## src/rtl/dcache_pkg.sv

```systemverilog
// Shared constants for the direct-mapped write-through data cache:
// FSM state encoding plus default and derived geometry.
package dcache_pkg;

    localparam int ADDR_W_DEF   = 10;
    localparam int DATA_W_DEF   = 32;
    localparam int INDEX_W_DEF  = 5;
    localparam int OFFSET_W_DEF = 2;

    localparam int TAG_W   = ADDR_W_DEF - INDEX_W_DEF - OFFSET_W_DEF;
    localparam int N_WORDS = 1 << OFFSET_W_DEF;

    localparam logic [1:0] ST_IDLE     = 2'd0;
    localparam logic [1:0] ST_WR_WAIT  = 2'd1;
    localparam logic [1:0] ST_FILL_REQ = 2'd2;
    localparam logic [1:0] ST_FILL     = 2'd3;

endpackage

```

## src/rtl/dcache_array.sv

```systemverilog
// Valid/tag/data storage for the data cache. One combinational read port
// on the request index, one word-write port shared by fills and write hits.
module dcache_array
    import dcache_pkg::*;
#(
    parameter int DATA_W   = DATA_W_DEF,
    parameter int INDEX_W  = INDEX_W_DEF,
    parameter int OFFSET_W = OFFSET_W_DEF,
    parameter int TAG_BITS = TAG_W
) (
    input  logic                clk,
    input  logic                rst_n,
    input  logic [INDEX_W-1:0]  rd_index,
    input  logic [OFFSET_W-1:0] rd_offset,
    output logic                rd_valid,
    output logic [TAG_BITS-1:0] rd_tag,
    output logic [DATA_W-1:0]   rd_data,
    input  logic                wr_en,
    input  logic [INDEX_W-1:0]  wr_index,
    input  logic [OFFSET_W-1:0] wr_offset,
    input  logic [DATA_W-1:0]   wr_data,
    input  logic                fill_done,
    input  logic [TAG_BITS-1:0] fill_tag
);

    localparam int LINES = 1 << INDEX_W;
    localparam int WORDS = 1 << OFFSET_W;

    logic [LINES-1:0]    valid_q;
    logic [LINES-1:0]    valid_set;
    logic [TAG_BITS-1:0] tag_q  [LINES];
    logic [DATA_W-1:0]   data_q [LINES*WORDS];

    // One-hot set mask for the line completing its fill
    for (genvar gi = 0; gi < LINES; gi++) begin : g_vset
        assign valid_set[gi] = fill_done && (wr_index == INDEX_W'(gi));
    end

    // Valid bits: cleared together on reset, set when a fill completes
    always_ff @(posedge clk) begin
        if (!rst_n) begin
            valid_q <= '0;
        end else begin
            valid_q <= valid_q | valid_set;
        end
    end

    // Tag and data storage; contents are deliberately left unreset
    always_ff @(posedge clk) begin
        if (fill_done) begin
            tag_q[wr_index] <= fill_tag;
        end
        if (wr_en) begin
            data_q[{wr_index, wr_offset}] <= wr_data;
        end
    end

    assign rd_valid = valid_q[rd_index];
    assign rd_tag   = tag_q[rd_index];
    assign rd_data  = data_q[{rd_index, rd_offset}];

endmodule

```

## src/rtl/dcache_controller.sv

```systemverilog
// Direct-mapped, write-through, no-write-allocate data cache controller.
// Read hits answer in the same cycle; misses and every store stall the core
// until main memory has granted the write or delivered the whole block.
module dcache_controller
    import dcache_pkg::*;
#(
    parameter int ADDR_W   = ADDR_W_DEF,
    parameter int DATA_W   = DATA_W_DEF,
    parameter int INDEX_W  = INDEX_W_DEF,
    parameter int OFFSET_W = OFFSET_W_DEF
) (
    input  logic              clk,
    input  logic              rst_n,
    input  logic              mem_read,
    input  logic              mem_write,
    input  logic [ADDR_W-1:0] addr,
    input  logic [DATA_W-1:0] wdata,
    output logic [DATA_W-1:0] rdata,
    output logic              stall,
    output logic              mm_req,
    output logic              mm_we,
    output logic [ADDR_W-1:0] mm_addr,
    output logic [DATA_W-1:0] mm_wdata,
    input  logic              mm_gnt,
    input  logic              mm_rvalid,
    input  logic [DATA_W-1:0] mm_rdata
);

    localparam int TAG_BITS = ADDR_W - INDEX_W - OFFSET_W;
    localparam logic [OFFSET_W-1:0] LAST_WORD = '1;

    logic [TAG_BITS-1:0] addr_tag;
    logic [INDEX_W-1:0]  addr_index;
    logic [OFFSET_W-1:0] addr_offset;

    logic [1:0]          state_q, state_d;
    logic [OFFSET_W-1:0] fill_cnt_q, fill_cnt_d;

    logic                line_valid;
    logic [TAG_BITS-1:0] line_tag;
    logic [DATA_W-1:0]   line_data;
    logic                hit;

    logic                wr_en;
    logic [OFFSET_W-1:0] wr_offset;
    logic [DATA_W-1:0]   wr_data;
    logic                fill_done;

    assign addr_tag    = addr[ADDR_W-1 -: TAG_BITS];
    assign addr_index  = addr[OFFSET_W +: INDEX_W];
    assign addr_offset = addr[OFFSET_W-1:0];

    dcache_array #(
        .DATA_W   (DATA_W),
        .INDEX_W  (INDEX_W),
        .OFFSET_W (OFFSET_W),
        .TAG_BITS (TAG_BITS)
    ) u_array (
        .clk       (clk),
        .rst_n     (rst_n),
        .rd_index  (addr_index),
        .rd_offset (addr_offset),
        .rd_valid  (line_valid),
        .rd_tag    (line_tag),
        .rd_data   (line_data),
        .wr_en     (wr_en & rst_n),
        .wr_index  (addr_index),
        .wr_offset (wr_offset),
        .wr_data   (wr_data),
        .fill_done (fill_done & rst_n),
        .fill_tag  (addr_tag)
    );

    assign hit = line_valid && (line_tag == addr_tag);

    // Next-state, stall and array-write decode; the core holds addr/wdata
    // stable while stalled, so the request address indexes every write.
    always_comb begin
        state_d    = state_q;
        fill_cnt_d = fill_cnt_q;
        stall      = 1'b0;
        wr_en      = 1'b0;
        wr_offset  = addr_offset;
        wr_data    = wdata;
        fill_done  = 1'b0;
        case (state_q)
            ST_IDLE: begin
                if (mem_write) begin
                    stall   = 1'b1;
                    state_d = ST_WR_WAIT;
                end else if (mem_read && !hit) begin
                    stall   = 1'b1;
                    state_d = ST_FILL_REQ;
                end
            end
            ST_WR_WAIT: begin
                stall = !mm_gnt;
                if (mm_gnt) begin
                    wr_en   = hit;
                    state_d = ST_IDLE;
                end
            end
            ST_FILL_REQ: begin
                stall = 1'b1;
                if (mm_gnt) begin
                    fill_cnt_d = '0;
                    state_d    = ST_FILL;
                end
            end
            ST_FILL: begin
                stall = 1'b1;
                if (mm_rvalid) begin
                    wr_en      = 1'b1;
                    wr_offset  = fill_cnt_q;
                    wr_data    = mm_rdata;
                    fill_cnt_d = fill_cnt_q + 1'b1;
                    if (fill_cnt_q == LAST_WORD) begin
                        fill_done = 1'b1;
                        state_d   = ST_IDLE;
                    end
                end
            end
            default: state_d = ST_IDLE;
        endcase
    end

    // State and fill-counter registers; reset aborts any transaction
    always_ff @(posedge clk) begin
        if (!rst_n) begin
            state_q    <= ST_IDLE;
            fill_cnt_q <= '0;
        end else begin
            state_q    <= state_d;
            fill_cnt_q <= fill_cnt_d;
        end
    end

    assign mm_req   = (state_q == ST_WR_WAIT) || (state_q == ST_FILL_REQ);
    assign mm_we    = (state_q == ST_WR_WAIT);
    assign mm_addr  = mm_we ? addr : {addr[ADDR_W-1:OFFSET_W], {OFFSET_W{1'b0}}};
    assign mm_wdata = wdata;

    assign rdata = (state_q == ST_IDLE && mem_read && !mem_write && hit) ? line_data : '0;

endmodule

```

## config.mk

```make
export PLATFORM = sky130hd
export DESIGN_NAME = dcache_controller
export DESIGN_NICKNAME = d
export VERILOG_FILES = /design/src/rtl/dcache_pkg.sv /design/src/rtl/dcache_array.sv /design/src/rtl/dcache_controller.sv
export SDC_FILE = /design/constraint.sdc
export NUM_CORES = 2
export LEC_CHECK = 0
export ABC_AREA = 0
export CAP_MARGIN = 30
export CORE_AREA = 8 8 547 764
export DETAILED_ROUTE_END_ITERATION = 8
export DIE_AREA = 0 0 555 772
export DONT_BUFFER_PORTS = 1
export SYNTH_ARGS = -nofsm -noshare
export SYNTH_HDL_FRONTEND = slang
export SYNTH_HIERARCHICAL = 1
export SYNTH_MEMORY_MAX_BITS = 65536
export SYNTH_SLANG_ARGS = --single-unit
```

## constraint.sdc

```tcl
create_clock -name clk -period 12.2 [get_ports clk]
set_input_delay 1.22 -clock clk [delete_from_list [all_inputs] [get_ports clk]]
set_output_delay 1.22 -clock clk [all_outputs]
set_load 0.03 [all_outputs]
```

==> After elaboration in Yosys (flattened, before gate mapping) <==
Memory sizes are Yosys's and may differ from the RTL's.
Index checks and enable logic that the tools add are counted.
{ "op_classes": {"n_eq_ne": 41, "mux": 30, "order_cmp": 1, "reduce_logical": 47, "add_sub_neg": 1, "n_bitwise": 3} }
{ "ops": {"columns": ["op", "n"], "rows": [
  ["32-bit two-way mux", 3],
  ["5-bit == test, second input constant", 16],
  ["5-bit by 4-bit == test with 1-bit output, second input constant", 8],
  ["1-bit logical AND", 37],
  ["32-bit bitwise OR", 1],
  ["5-bit by 3-bit == test with 1-bit output, second input constant", 4],
  ["2-bit two-way mux", 10],
  ["1-bit two-way mux", 12],
  ["5-bit by 2-bit == test with 1-bit output, second input constant", 2],
  ["2-bit case mux with 4 select lines", 1],
  ["2-bit == test, second input constant", 3],
  ["5-bit by 6-bit less-than comparator with 1-bit output, second input constant", 1],
  ["2-bit != test, second input constant", 3],
  ["1-bit binary-select mux with 5-bit select", 1],
  ["5-bit by 1-bit == test with 1-bit output, second input constant", 1],
  ["5-bit logical NOT", 1],
  ["5-bit AND reduction", 1],
  ["2-bit case mux with 2 select lines", 1],
  ["3-bit == test", 1],
  ["1-bit logical NOT", 3],
  ["3-bit != test, second input constant", 1],
  ["1-bit case mux with 3 select lines", 1],
  ["3-bit AND reduction", 1],
  ["2-bit by 1-bit adder with 2-bit output, second input constant", 1],
  ["other kinds (8)", 9]
]} }
{ "word_totals": {"mem_count": 2, "ram_bits": 4192, "elab_cells": 128, "register_bits": 36, "input_bits": 80} }
{ "mem_list": {"columns": ["memory", "words", "width", "read_ports", "rd_ports_with_merged_regs", "write_ports", "line_no", "source"], "rows": [
  ["u_array.data_q", 128, 32, 1, 0, 1, "dcache_array.sv:32", "logic [DATA_W-1:0] data_q [LINES*WORDS];"],
  ["u_array.tag_q", 32, 3, 1, 0, 1, "dcache_array.sv:31", "logic [TAG_BITS-1:0] tag_q [LINES];"]
]} }

==> Logic depth before layout (Yosys ltp) <==
{ "logic_depth": {"depth_word": 8, "depth_mapped": 15, "mapped_depth_nobuf": 10} }

==> Modules after synthesis <==
The synthesis kept the hierarchy.
{ "modules_own_cells": {"columns": ["mod", "n_inst", "cells_each", "seq_area_each_um2", "area_each_um2"], "rows": [
  ["dcache_array", 1, 6223, 126521.3, 160546.5],
  ["dcache_controller", 1, 170, 80.1, 1368.8]
]} }

==> Worst setup path after synthesis <==
Ideal clock, no wire load.
{ "synth_timing": {"path_type": "input-to-reg", "startpoint": "input port addr[2]", "endpoint": "memory u_array/data_q[120][0] (netlist name) (enable)", "setup_slack_ns": 4.687, "setup_time_ns": 0.461, "required_ns": 11.739, "cell_stages": 14, "t_arrival_ns": 7.052, "cell_sequence": "buf_2 > clkbuf_1 > buf_2 > buf_1 > mux4_2 > mux4_2 > mux2_2 > xnor2_1 > nand4_2 > o21ai_0 > and2_1 > nor2b_1 > nand2_1 > nor3_1"} }
{ "synth_between": {"elab_chain_cells": 8, "elab_cells_between_ends": 10} }
{ "synth_lines": {"columns": ["element", "line_no", "source"], "rows": [
  ["start, declared", "dcache_controller.sv:16", "input logic [ADDR_W-1:0] addr,"],
  ["memory 32 x 3 bit", null, null],
  ["net line_tag[1]", "dcache_controller.sv:40", "logic [TAG_BITS-1:0] line_tag;"],
  ["3-bit == test", "dcache_controller.sv:74", "assign hit = line_valid && (line_tag == addr_tag);"],
  ["1-bit logical AND", "dcache_controller.sv:74", null],
  ["1-bit two-way mux", "dcache_controller.sv:98", "if (mm_gnt) begin"],
  ["1-bit case mux with 2 select lines", "dcache_controller.sv:86", "case (state_q)"],
  ["1-bit bitwise AND", "dcache_controller.sv:66", ".wr_en (wr_en & rst_n),"],
  ["1-bit two-way mux", "dcache_array.sv:53", "if (wr_en) begin"],
  ["1-bit two-way mux (implied by the code)", "dcache_array.sv:54", "data_q[{wr_index, wr_offset}] <= wr_data;"],
  ["end, declared", "dcache_array.sv:32", null]
]} }
The timed path passes the listed nets, and every way through them passes these cells. The select of a mux whose other input is x is not followed.

==> Final worst setup path <==
{ "layout_timing": {"startpoint": "input port addr[2]", "endpoint": "output port rdata[3]"} }
{ "layout_between": {"elab_cells_between_ends": 8} }
{ "layout_lines": {"columns": ["element", "line_no", "source"], "rows": [
  ["memory 128 x 32 bit", null, null],
  ["net line_data[3]", "dcache_controller.sv:41", "logic [DATA_W-1:0] line_data;"],
  ["32-bit two-way mux", "dcache_controller.sv:143", "assign rdata = (state_q == ST_IDLE && mem_read && !mem_write && hit) ? line_data : '0;"],
  ["end, declared", "dcache_controller.sv:18", "output logic [DATA_W-1:0] rdata,"]
]} }
The timed path passes the listed nets, and every way through them passes these cells. The select of a mux whose other input is x is not followed.

==> flow_summary.yaml <==
status:
  status: "finished clean"
sta:
  setup_viol: 0
  fin_crit_sh: 0.638
  fin_ws_ps: 4420
  fmax_ghz: 0.128
  hold-worst-slack_ps: 421
  worst_pin_slew_ps: 1140
  slew_violations: 0
  rsz0062_at_grt: "no"
  fin_crit_ps: 7780
  finClkSkew_ps: 37.9
  relSlewSlack: 0.238
  tns_ps: 0
  finalHoldViolCount: 0
drt:
  routedWlPerCell_um: 35.2
  drt_pass1_iterations: 5
  met1_length_mm: 156
  via_count: 72759
  finalWirelength_mm: 436
  top_layer: "met5"
  dr_wl_met2_mm: 227
  drt_iter0_drc: 9844
  drc: 0
  final_antenna_net_count: 0
  wl_met3_mm: 32.2
  routed_via_density: 5.86
die:
  die_y_um: 772
  placeableCoreArea_um2: 406000
  initial_core_util: 0.399
  num_rows: 277
  pin_count: 157
  dieArea_um2: 428000
  die_w_um: 555
finish:
  final_common_cell: "edfxtp_1"
  mostFrequentLayoutCells: "edfxtp_1 (4192), mux4_2 (1384), clkbuf_16 (387)"
  syn2layout_area_growth_pct: 12.7
  drive_gt1_frac: 0.337
  num-nets-final: 6706
clock_network:
  tritoncts: "done"
  hold_buffers: 0
  htreeDepth: 5
  numCtsBuffers: 377
  cts_buffer_depth: 4
  cts_sinks: 4228
  cts-resized-gates: 0
  cts_setup_buffers: 0
  clockRootBuffer: "clkbuf_16"
  worstSkewPairLatency_ps: 930
  clk_pin_slew_ps: 70
placement:
  place.port_buffers: 0
  dpl.hpwl_mm: 240
  routabilityCongestion: 0.779
  pre_cts_slack_ps: 4520
setup_path:
  worstPathArrival_ps: 6560
  required_ps: 10980
  critPathKind: "in2out"
  worst_setup_path_end_kind: "primary output"
  startpoint_type: "input port"
  worstPathMaxFanout: 144
power:
  p_per_area_nw_per_um2: 163
  total_power_mw: 29.8
  p_leak_nw: 55.0
  ir_worst_vdd_mv: 0.132
global_route:
  first_global_vias: 75027
  grt_overflow: 0
  antenna_found_initial: 42
  grt_pass1_wl_mm: 605
  grt_usage: 0.200
  grt_max_degree: 273
synth:
  avgSynthCellArea_um2: 25.3
  yosys.cell_types.count: 34
  synth_ff_type: "edfxtp_1"
  syn_area_um2: 162000
  seq_area_frac_synth: 0.782
  synth_fp_nets: 6479
  synth_cells: 6393
  ys_warn_count: 6
  synth-seq-cells: 4228
  synth_edf_count: 4192
  synth-async-reset-ratio: 0
worst_hold_path:
  hold_class: "in2reg"
flow_run:
  maxCapViolCount: 0
[sequential cells by signal, summed over array words and instances, names as in the netlist]
name / count
fill_cnt_q: 2
state_q: 2
u_array/data_q: 4096
u_array/tag_q: 96
u_array/valid_q: 32
[cells in the mapped netlist, drive strengths merged (2+ instances only)]
cell type | number | share of area
nor2b | 12 | 0.00046
o21a | 32 | 0.0015
clkbuf | 173 | 0.0040
o211ai | 2 | 0.000093
dfxtp | 36 | 0.0045
xnor2 | 3 | 0.00016
and2 | 35 | 0.0014
nand4 | 3 | 0.00015
mux2i | 2 | 0.00012
nand2 | 33 | 0.00078
nor3 | 3 | 0.00016
edfxtp | 4192 | 0.78
mux2 | 69 | 0.0048
nand2b | 5 | 0.00019
mux4 | 1384 | 0.19
a21oi | 2 | 0.000062
buf | 203 | 0.0064
ha | 6 | 0.00046
a21boi | 2 | 0.000093
nand3 | 12 | 0.00037
nor2 | 165 | 0.0038
o21ai | 7 | 0.00022
inv | 7 | 0.00016
[kinds of logic (layout without fill, tap and decap cells)]
kind of cell,count (synthesis),after routing,synth area share
mux,1455,1455,0.197
other cells,0,49,0
flops,4228,4228,0.782
fa+ha+maj,6,6,0.000464
simple gates,270,270,0.00739
xor+xnor,3,3,0.000162
buf+inv,383,912,0.0106
compound gates,48,48,0.00209
[metrics by stage]
step                 util  area [um2]  instances
global route        0.450      182000      12396
finish              0.450      183000      12411
CTS                 0.449      182000      12350
global placement    0.419      170000      11663
detailed placement  0.419      170000      11669
floorplan               -      162000       6393
[report_power, final]
part / internal (mW) / switching [mW] / total, mW
registers: 16.1 / 0.00455 / 16.1
logic: 0.584 / 1.13 / 1.72
clock network: 6.70 / 5.23 / 11.9
total: 23.4 / 6.37 / 29.8
[worst max-delay path: stages]
cell and delay, ps:
buf_16 350, buf_12 620, buf_12 500, buf_12 710, mux4_2 430, mux4_2 630, mux4_2 620, mux2_2 420
and2_1 290
[area by class of cell]
class                      instances  area (um2)
fill                           33136      223000
clock inverter                   201        2070
timing repair buffer             224        2120
antenna                           49         123
sequential                      4228      127000
tap                             5440        6810
inverter                           7        26.3
multi-input combinational       1782       34700
clock buffer                     480       10100
[layer usage]
metal  up-vias  track usage
met5         -            0
met4         8       0.0900
met3       655       0.0288
met2      3368        0.352
met1     40415        0.247
li1      28313            -
[final timing paths]
path                                           start               endpoint  slack [ps]  depth (start not counted)
worst max-delay path                         addr[2]               rdata[3]        4420                          9
worst min-delay path                         addr[7]   u_array/tag_q[28][0]         420                          0
worst max register to register  u_array/tag_q[26][1]  u_array/data_q[93][9]        6700                         12
worst min register to register   u_array/valid_q[30]    u_array/valid_q[30]         460                          1
(Power assumes the default switching activity.)
